**src/rtl/code_writer.sv**
```systemverilog
// code_writer: packs emitted ARM code bytes little-endian into 32-bit words,
// queues them in a small FIFO and writes them to code memory at consecutive
// word addresses.
//
// Ports
//   clk         single clock, rising edge
//   reset       synchronous, active-low
//   in_valid    in_byte carries an emitted code byte
//   in_byte     code byte, lane order 0..3 within a word
//   flush       close the current partial word (zero-padded)
//   base_load   load base_adr into the write address (only while idle)
//   base_adr    new start word address
//   mem_ack     code memory accepts wr_data this cycle
//   wr_en       write request to code memory
//   wr_adr      word address of the current write
//   wr_data     packed word being written (0 when no request)
//   waiting     FIFO full; bytes and flush are refused while high
//   busy        partial word held or FIFO non-empty
//   word_count  words written since reset, wraps at 2^16
//
// Write FSM
//   state  | meaning
//   W_IDLE | FIFO empty, no write request
//   W_REQ  | wr_en high, FIFO head presented until mem_ack
module code_writer #(
  parameter int ADR_W = 10,
  parameter int DEPTH = 4
) (
  input  logic             clk,
  input  logic             reset,
  input  logic             in_valid,
  input  logic [7:0]       in_byte,
  input  logic             flush,
  input  logic             base_load,
  input  logic [ADR_W-1:0] base_adr,
  input  logic             mem_ack,
  output logic             wr_en,
  output logic [ADR_W-1:0] wr_adr,
  output logic [31:0]      wr_data,
  output logic             waiting,
  output logic             busy,
  output logic [15:0]      word_count
);

  localparam int PTR_W = $clog2(DEPTH);
  localparam logic [PTR_W:0] FULL_CNT = (PTR_W+1)'(DEPTH);

  localparam logic [0:0] W_IDLE = 1'b0;
  localparam logic [0:0] W_REQ  = 1'b1;

  logic [0:0]       state, state_next;
  logic [1:0]       byte_cnt, cnt_after;
  logic [31:0]      pack_word, merged;
  logic [31:0]      fifo_mem [DEPTH];
  logic [PTR_W-1:0] rd_ptr, wr_ptr;
  logic [PTR_W:0]   fifo_cnt, cnt_next;
  logic [ADR_W-1:0] adr_q;
  logic [15:0]      wc_q;
  logic             byte_acc, flush_acc, push, pop;

  assign waiting    = (fifo_cnt == FULL_CNT);
  assign busy       = (byte_cnt != 2'd0) | (fifo_cnt != '0);
  assign wr_en      = (state == W_REQ);
  assign wr_data    = wr_en ? fifo_mem[rd_ptr] : 32'h0;
  assign wr_adr     = adr_q;
  assign word_count = wc_q;

  // Lanes above byte_cnt are always zero in pack_word, so a flushed word
  // is padded with 0x00 without extra masking.
  always_comb begin
    byte_acc  = in_valid & ~waiting;
    flush_acc = flush & ~waiting;
    merged    = pack_word;
    if (byte_acc) begin
      merged[{byte_cnt, 3'b000} +: 8] = in_byte;
    end
    cnt_after = byte_cnt + {1'b0, byte_acc};
    // A byte that completes the word wraps cnt_after to 0, which turns a
    // simultaneous flush into a no-op.
    push = (byte_acc && (byte_cnt == 2'd3)) || (flush_acc && (cnt_after != 2'd0));
    pop  = wr_en & mem_ack;
    case ({push, pop})
      2'b10:   cnt_next = fifo_cnt + (PTR_W+1)'(1);
      2'b01:   cnt_next = fifo_cnt - (PTR_W+1)'(1);
      default: cnt_next = fifo_cnt;
    endcase
    // Entering W_REQ on the push edge presents the word the very next cycle.
    state_next = (cnt_next != '0) ? W_REQ : W_IDLE;
  end

  always_ff @(posedge clk) begin
    if (!reset) begin
      state     <= W_IDLE;
      byte_cnt  <= 2'd0;
      pack_word <= 32'h0;
      rd_ptr    <= '0;
      wr_ptr    <= '0;
      fifo_cnt  <= '0;
      adr_q     <= '0;
      wc_q      <= 16'h0;
    end else begin
      state     <= state_next;
      byte_cnt  <= push ? 2'd0 : cnt_after;
      pack_word <= push ? 32'h0 : merged;
      fifo_cnt  <= cnt_next;
      if (push) wr_ptr <= wr_ptr + PTR_W'(1);
      if (pop) begin
        rd_ptr <= rd_ptr + PTR_W'(1);
        wc_q   <= wc_q + 16'd1;
      end
      // busy=0 implies an empty FIFO, so a load never collides with a pop.
      if (base_load && !busy) begin
        adr_q <= base_adr;
      end else if (pop) begin
        adr_q <= adr_q + ADR_W'(1);
      end
    end
  end

  always_ff @(posedge clk) begin
    if (push) fifo_mem[wr_ptr] <= merged;
  end

endmodule

```
**config.mk**
```make
export PLATFORM = sky130hd
export DESIGN_NAME = code_writer
export DESIGN_NICKNAME = d
export VERILOG_FILES = /design/src/rtl/code_writer.sv
export SDC_FILE = /design/constraint.sdc
export NUM_CORES = 1
export LEC_CHECK = 0
export CAP_MARGIN = 20
export CELL_PAD_IN_SITES_DETAIL_PLACEMENT = 1
export CELL_PAD_IN_SITES_GLOBAL_PLACEMENT = 1
export CORE_MARGIN = 3
export CORE_UTILIZATION = 40
export CTS_BUF_LIST = sky130_fd_sc_hd__clkbuf_16
export CTS_CLUSTER_SIZE = 30
export DETAILED_ROUTE_END_ITERATION = 6
export PLACE_DENSITY_LB_ADDON = 0.25
export SYNTH_ARGS = -nofsm -noshare
export SYNTH_HDL_FRONTEND = slang
export SYNTH_SLANG_ARGS = --single-unit
```
**constraint.sdc**
```tcl
create_clock -name clk -period 3.5 [get_ports clk]
set_input_delay 0.35 -clock clk [delete_from_list [all_inputs] [get_ports clk]]
set_output_delay 0.35 -clock clk [all_outputs]
set_load 0.05 [all_outputs]
```
# Word-level counts from Yosys, hierarchy flattened
# Memories as Yosys holds them, arrays and structs flattened. A register that Yosys moved wholly into a read port is not among the register bits.
# Index checks and enable logic that the tools add are counted.
[totals] register_bits=68 ram_bits=128 in_bits=24 output_inout_bits=61 elab_cells=51 n_memories=1
[memory_table] memory="fifo_mem" depth=4 word_bits=32 read_ports=1 rd_ports_with_merged_regs=1 write_ports=1 line="54" text="logic [31:0] fifo_mem [DEPTH];"
[classes] addsub=8 eq_ne=4 shift=2 mux=11 bitwise=6 reduce_logical=11
[ops] op="32-bit two-way mux" count=2
[ops] op="32-bit bitwise mux" count=1
[ops] op="8-bit by 7-bit variable shift with 32-bit output (first input constant)" count=1
[ops] op="8-bit by 7-bit variable part select with 32-bit output" count=1
[ops] op="10-bit two-way mux" count=2
[ops] op="16-bit by 1-bit adder with 16-bit output (second input constant)" count=1
[ops] op="10-bit by 1-bit adder with 10-bit output (second input constant)" count=1
[ops] op="5-bit negation with 7-bit output" count=1
[ops] op="3-bit case mux with 2 select lines" count=1
[ops] op="2-bit nonzero test" count=3
[ops] op="3-bit nonzero test" count=2
[ops] op="2-bit by 1-bit adder with 2-bit output (second input constant)" count=2
[ops] op="2-bit equality test (second input constant)" count=2
[ops] op="2-bit two-way mux" count=2
[ops] op="3-bit by 1-bit adder with 3-bit output (second input constant)" count=1
[ops] op="1-bit AND" count=3
[ops] op="3-bit equality test (second input constant)" count=1
[ops] op="1-bit logical AND" count=3
[ops] op="1-bit two-way mux" count=3
[ops] op="3-bit by 1-bit subtractor with 3-bit output (second input constant)" count=1
[ops] op="2-bit by 1-bit adder with 2-bit output" count=1
[ops] op="2-bit by 1-bit equality test with 1-bit output (second input constant)" count=1
[ops] op="1-bit NOT" count=2
[ops] op="2-bit OR reduction" count=1
[ops] op="other kinds (3)" count=3

# Logic depth before layout (Yosys ltp)
[logic_depth] ltp_word=11 depth_mapped=16 depth_no_buf=13

# Least setup slack after synthesis
# OpenSTA, ideal clock, no wires.
[synth_timing] kind="reg-to-reg" start="register fifo_cnt[1]" end="register state (netlist: wr_en)" setup_ns=0.120 arrival_time_ns=3.153 t_required_ns=3.380 slack_ns=0.228 stages_incl_launch_ff=17 path_buffers=3 period_less_slack_ns=3.272 cell_sequence="dfxtp_1 > or3b_1 > buf_2 > and2_1 > buf_2 > buf_6 > ha_1 > xor2_1 > o211ai_2 > nand2_1 > inv_1 > ha_1 > fa_1 > xnor2_1 > nor2_1 > xor2_1 > a211o_1"
[synth_between] elab_chain_len=11 elab_cells_between_ends=16 cone_classes="3 x add/sub; 3 x eq/ne; 2 x mux; 3 x bitwise; 5 x reduce/logical"
[synth_rtl] item="start: declaration" line="56" text="logic [PTR_W:0] fifo_cnt, cnt_next;"
[synth_rtl] item="start signal: assignment" line="105" text="fifo_cnt <= cnt_next;"
[synth_rtl] item="3-bit equality test" line="61" text="assign waiting = (fifo_cnt == FULL_CNT);"
[synth_rtl] item="1-bit NOT" line="71, 72"
[synth_rtl] item="1-bit AND" line="71" text="byte_acc = in_valid & ~waiting;"
[synth_rtl] item="2-bit by 1-bit adder with 2-bit output" line="77" text="cnt_after = byte_cnt + {1'b0, byte_acc};"
[synth_rtl] item="2-bit nonzero test" line="80" text="push = (byte_acc && (byte_cnt == 2'd3)) || (flush_acc && (cnt_after != 2'd0));"
[synth_rtl] item="1-bit logical AND" line="80"
[synth_rtl] item="1-bit logical OR" line="80"
[synth_rtl] item="2-bit by 1-bit equality test with 1-bit output / 2-bit equality test (equally long branches)" line="82" text="case ({push, pop})"
[synth_rtl] item="3-bit case mux with 2 select lines (*)" line="82"
[synth_rtl] item="3-bit nonzero test (*)" line="88" text="state_next = (cnt_next != '0) ? W_REQ : W_IDLE;"
[synth_rtl] item="1-bit two-way mux (*)" line="88"
[synth_rtl] item="end signal: assignment" line="102" text="state <= state_next;"
[synth_rtl] item="end: declaration" line="51" text="logic [0:0] state, state_next;"
# Mark *: on every way between the ends. The rest lies on a longest branch, timed or not.
# A chain may end at the register's enable or synchronous reset.

# Worst setup path in the final report
[layout_timing] start="register fifo_cnt[2]" end="register state (netlist: wr_en)"
# Same word-level chain as after synthesis.

==> metrics.md <==
| Metric | Value |
|---|---|
| Post-CTS Hold Buffers | `0` |
| # port buffers | `84` |
| Total global routing overflow | `0` |
| Slew Limit Fails | `0` |
| Setup TNS | `0 ns` |
| Clock sinks | `198` |
| Unrepaired setup endpoints after global routing | `false` |
| Area grow syn2layout | `22.1%` |
| Avg Cell Area, Syn | `13.8 µm²` |
| Core Footprint | `0.0197 mm²` |
| Setup Viol. Count Final | `0` |
| Power Density | `697 mW/mm²` |
| Max-cap violations | `0` |
| CP Data Arrival Time | `3.52 ns` |
| CTS buffer count | `17` |
| CP required | `3.82 ns` |
| Fin cells | `960` |
| Vias per std cell | `5.21` |
| Die height | `148 µm` |
| HP Class | `flop to flop` |
| Syn Inst Count | `590` |
| Worst-case vdd ir drop | `0.586 mV` |
| Pin count of the biggest net entering global routing | `28` |
| Nets | `719` |
| Top cells by count, synth | `edfxtp_1, nand2_1, dfxtp_1` |
| CTS root buf | `clkbuf_16` |
| Post-synthesis sequential area ratio | `64.6%` |
| DRC violations left | `0` |
| Clock Tree Buf Depth | `2` |
| Rel. slew slack | `39.2%` |
| Global-route wire length before repair | `30000 µm` |
| DR WL/cell | `19.5 µm` |
| Synth unique cells | `42` |
| Setup Fix Bufs, Post-CTS | `0` |
| Storage element area | `0.00525 mm²` |
| Die width | `148 µm` |
| Setup CP Type | `flop to flop` |
| IO Count | `85` |
| Filler Cell Count | `1944` |
| WHS Path Cells | `2` |
| Most frequent cell after synthesis | `edfxtp_1` |
| Initial antenna violation count | `0` |
| Clock Skew | `0.00927 ns` |
| Worst Setup Start Kind | `flop` |
| Worst-margin pin slew | `0.911 ns` |
| Worst R2R Path Depth | `13` |
| Rows | `51` |
| Area share of the largest cell type after synthesis | `47.4%` |
| Leak pwr | `3.49 nW` |
| CTS tree | `done` |
| Routed WL | `18700 µm` |
| DR pass1 iterations | `4` |
| CP endpoint kind | `flop` |
| Total track usage | `17.7%` |
| Post-Syn Area | `0.00811 mm²` |
| Top FF cell, synth | `edfxtp_1` |
| Vias in the first global route | `5476` |
| Final min period | `3.20 ns` |
| Yosys reg bits | `198` |
| Layout cells sized above 1 | `12.8%` |
| Mapped Nets | `628` |
| Synth area leaders | `edfxtp_1, dfxtp_1, mux4_2, and2_1, nand2_1` |
| Hpwl dp | `12800 µm` |
| Fmax achieved | `313 MHz` |
| DR vias | `4998` |
| Tcrit/Tclk final | `91.3%` |
| Yosys Warn Count | `0` |
| Fin. Hold Viols | `0` |
| Clock transition at the registers of the reported paths | `0.07 ns` |
| Initial Util | `41.2%` |
| Crit Path Max Fanout | `5` |
| Status | `finished, final reports clean` |
| Die Area | `0.0220 mm²` |
| Post_cts resized | `0` |
| Cell accounting for the most synthesized area | `edfxtp_1` |
| Worst skew pair latency | `0.43 ns` |
| DRT iter0 DRCs | `290` |
| Number of flops mapped to enable cells by yosys | `128` |
| Multi-input gate area | `0.00268 mm²` |
| DRT antenna net count | `0` |
| # H-tree levels | `4` |
| Placed Cells | `927` |
| Ys async rst share | `0%` |
| Placer congestion estimate | `0.799` |
-- placed cells by master, fill, tap and decap left out, drive strengths merged, types with 4 or more instances in the layout --
master,netlist,layout
xnor2,17,17
ha,13,13
and2,52,52
clkinv,1,6
and4,14,14
clkdlybuf4s50,0,84
mux2i,4,4
xor2,9,9
dfxtp,70,70
inv,9,14
nor3b,4,4
o21ai,17,17
clkbuf,12,17
nor2,8,8
nand3,12,12
mux4,32,32
buf,19,19
nand4,33,33
a21oi,32,32
nand2,83,83
edfxtp,128,128
-- metrics by stage --
stage	power [mW]	hold WS, ns	setup WS (ns)	util (%)	area (µm²)
after global placement	4.86	0.447	0.304	47.1	9280
after detailed placement	4.92	0.458	0.135	47.1	9280
final	6.90	0.465	0.304	50.2	9910
after CTS	6.98	0.467	0.296	50.2	9900
after floorplan	4.26	0.437	0.228	-	8110
after global routing	7.23	0.491	0.0814	50.2	9900
-- flip-flops by register name (all words and copies together), names as in the netlist, named ones only --
| register | count |
|---|---|
| wr_en | 1 |
| pack_word | 32 |
| wr_ptr | 2 |
| rd_ptr | 2 |
| word_count | 16 |
| fifo_mem | 128 |
| byte_cnt | 2 |
| wr_adr | 10 |
| fifo_cnt | 3 |
-- layout make-up --
class,count,share of cell area (%)
antenna,1,0.0253
clock buffer,17,4.29
clock inverter,15,1.98
inverter,10,0.379
multi-input combinational,351,27.1
sequential,198,53.0
tap,265,3.35
timing repair buffer,103,9.93
-- where the power goes --
| group | internal [mW] | switching (mW) |
|---|---|---|
| Sequential | 2.73 | 0.128 |
| Clock | 1.15 | 0.902 |
| Combinational | 0.721 | 1.28 |
| Total | 4.60 | 2.31 |
-- worst paths after layout --
kind                                       to     startpoint  slack (ns)
worst max-delay path                    wr_en    fifo_cnt[2]        0.30
worst min-delay path            pack_word[16]  pack_word[16]        0.47
worst max register to register          wr_en    fifo_cnt[2]        0.30
worst min register to register  pack_word[16]  pack_word[16]        0.47
-- critical path: stages, from the launching register on --
cell,delay [ns]
dfxtp_1,0.37
or3b_1,0.39
and2_1,0.20
ha_1,0.20
xor2_1,0.21
o211ai_2,0.11
nand2_1,0.15
inv_1,0.11
ha_1,0.25
fa_1,0.39
xnor2_1,0.18
nor2_1,0.08
xor2_1,0.16
a211o_1,0.31
-- layer usage --
layer  global-route usage (%)  up-vias  part of all wire [%]
met5                        0        -                     0
met4                     6.05        0                   1.7
met3                     3.93       23                   4.3
met2                     30.3      102                    51
met1                     22.4     2510                    43
li1                         -     2363                     -
-- cells by family after synthesis --
group	Yosys count	share of synthesized area, %
flip-flops	198	64.6
XOR/XNOR	26	2.81
AND/OR/NAND/NOR	218	14.6
buffers and inverters	41	2.30
multiplexers	36	9.38
AO/OA/AOI/OAI	57	4.02
adder cells (fa/ha/maj)	14	2.25
(Power assumes the default switching activity.)
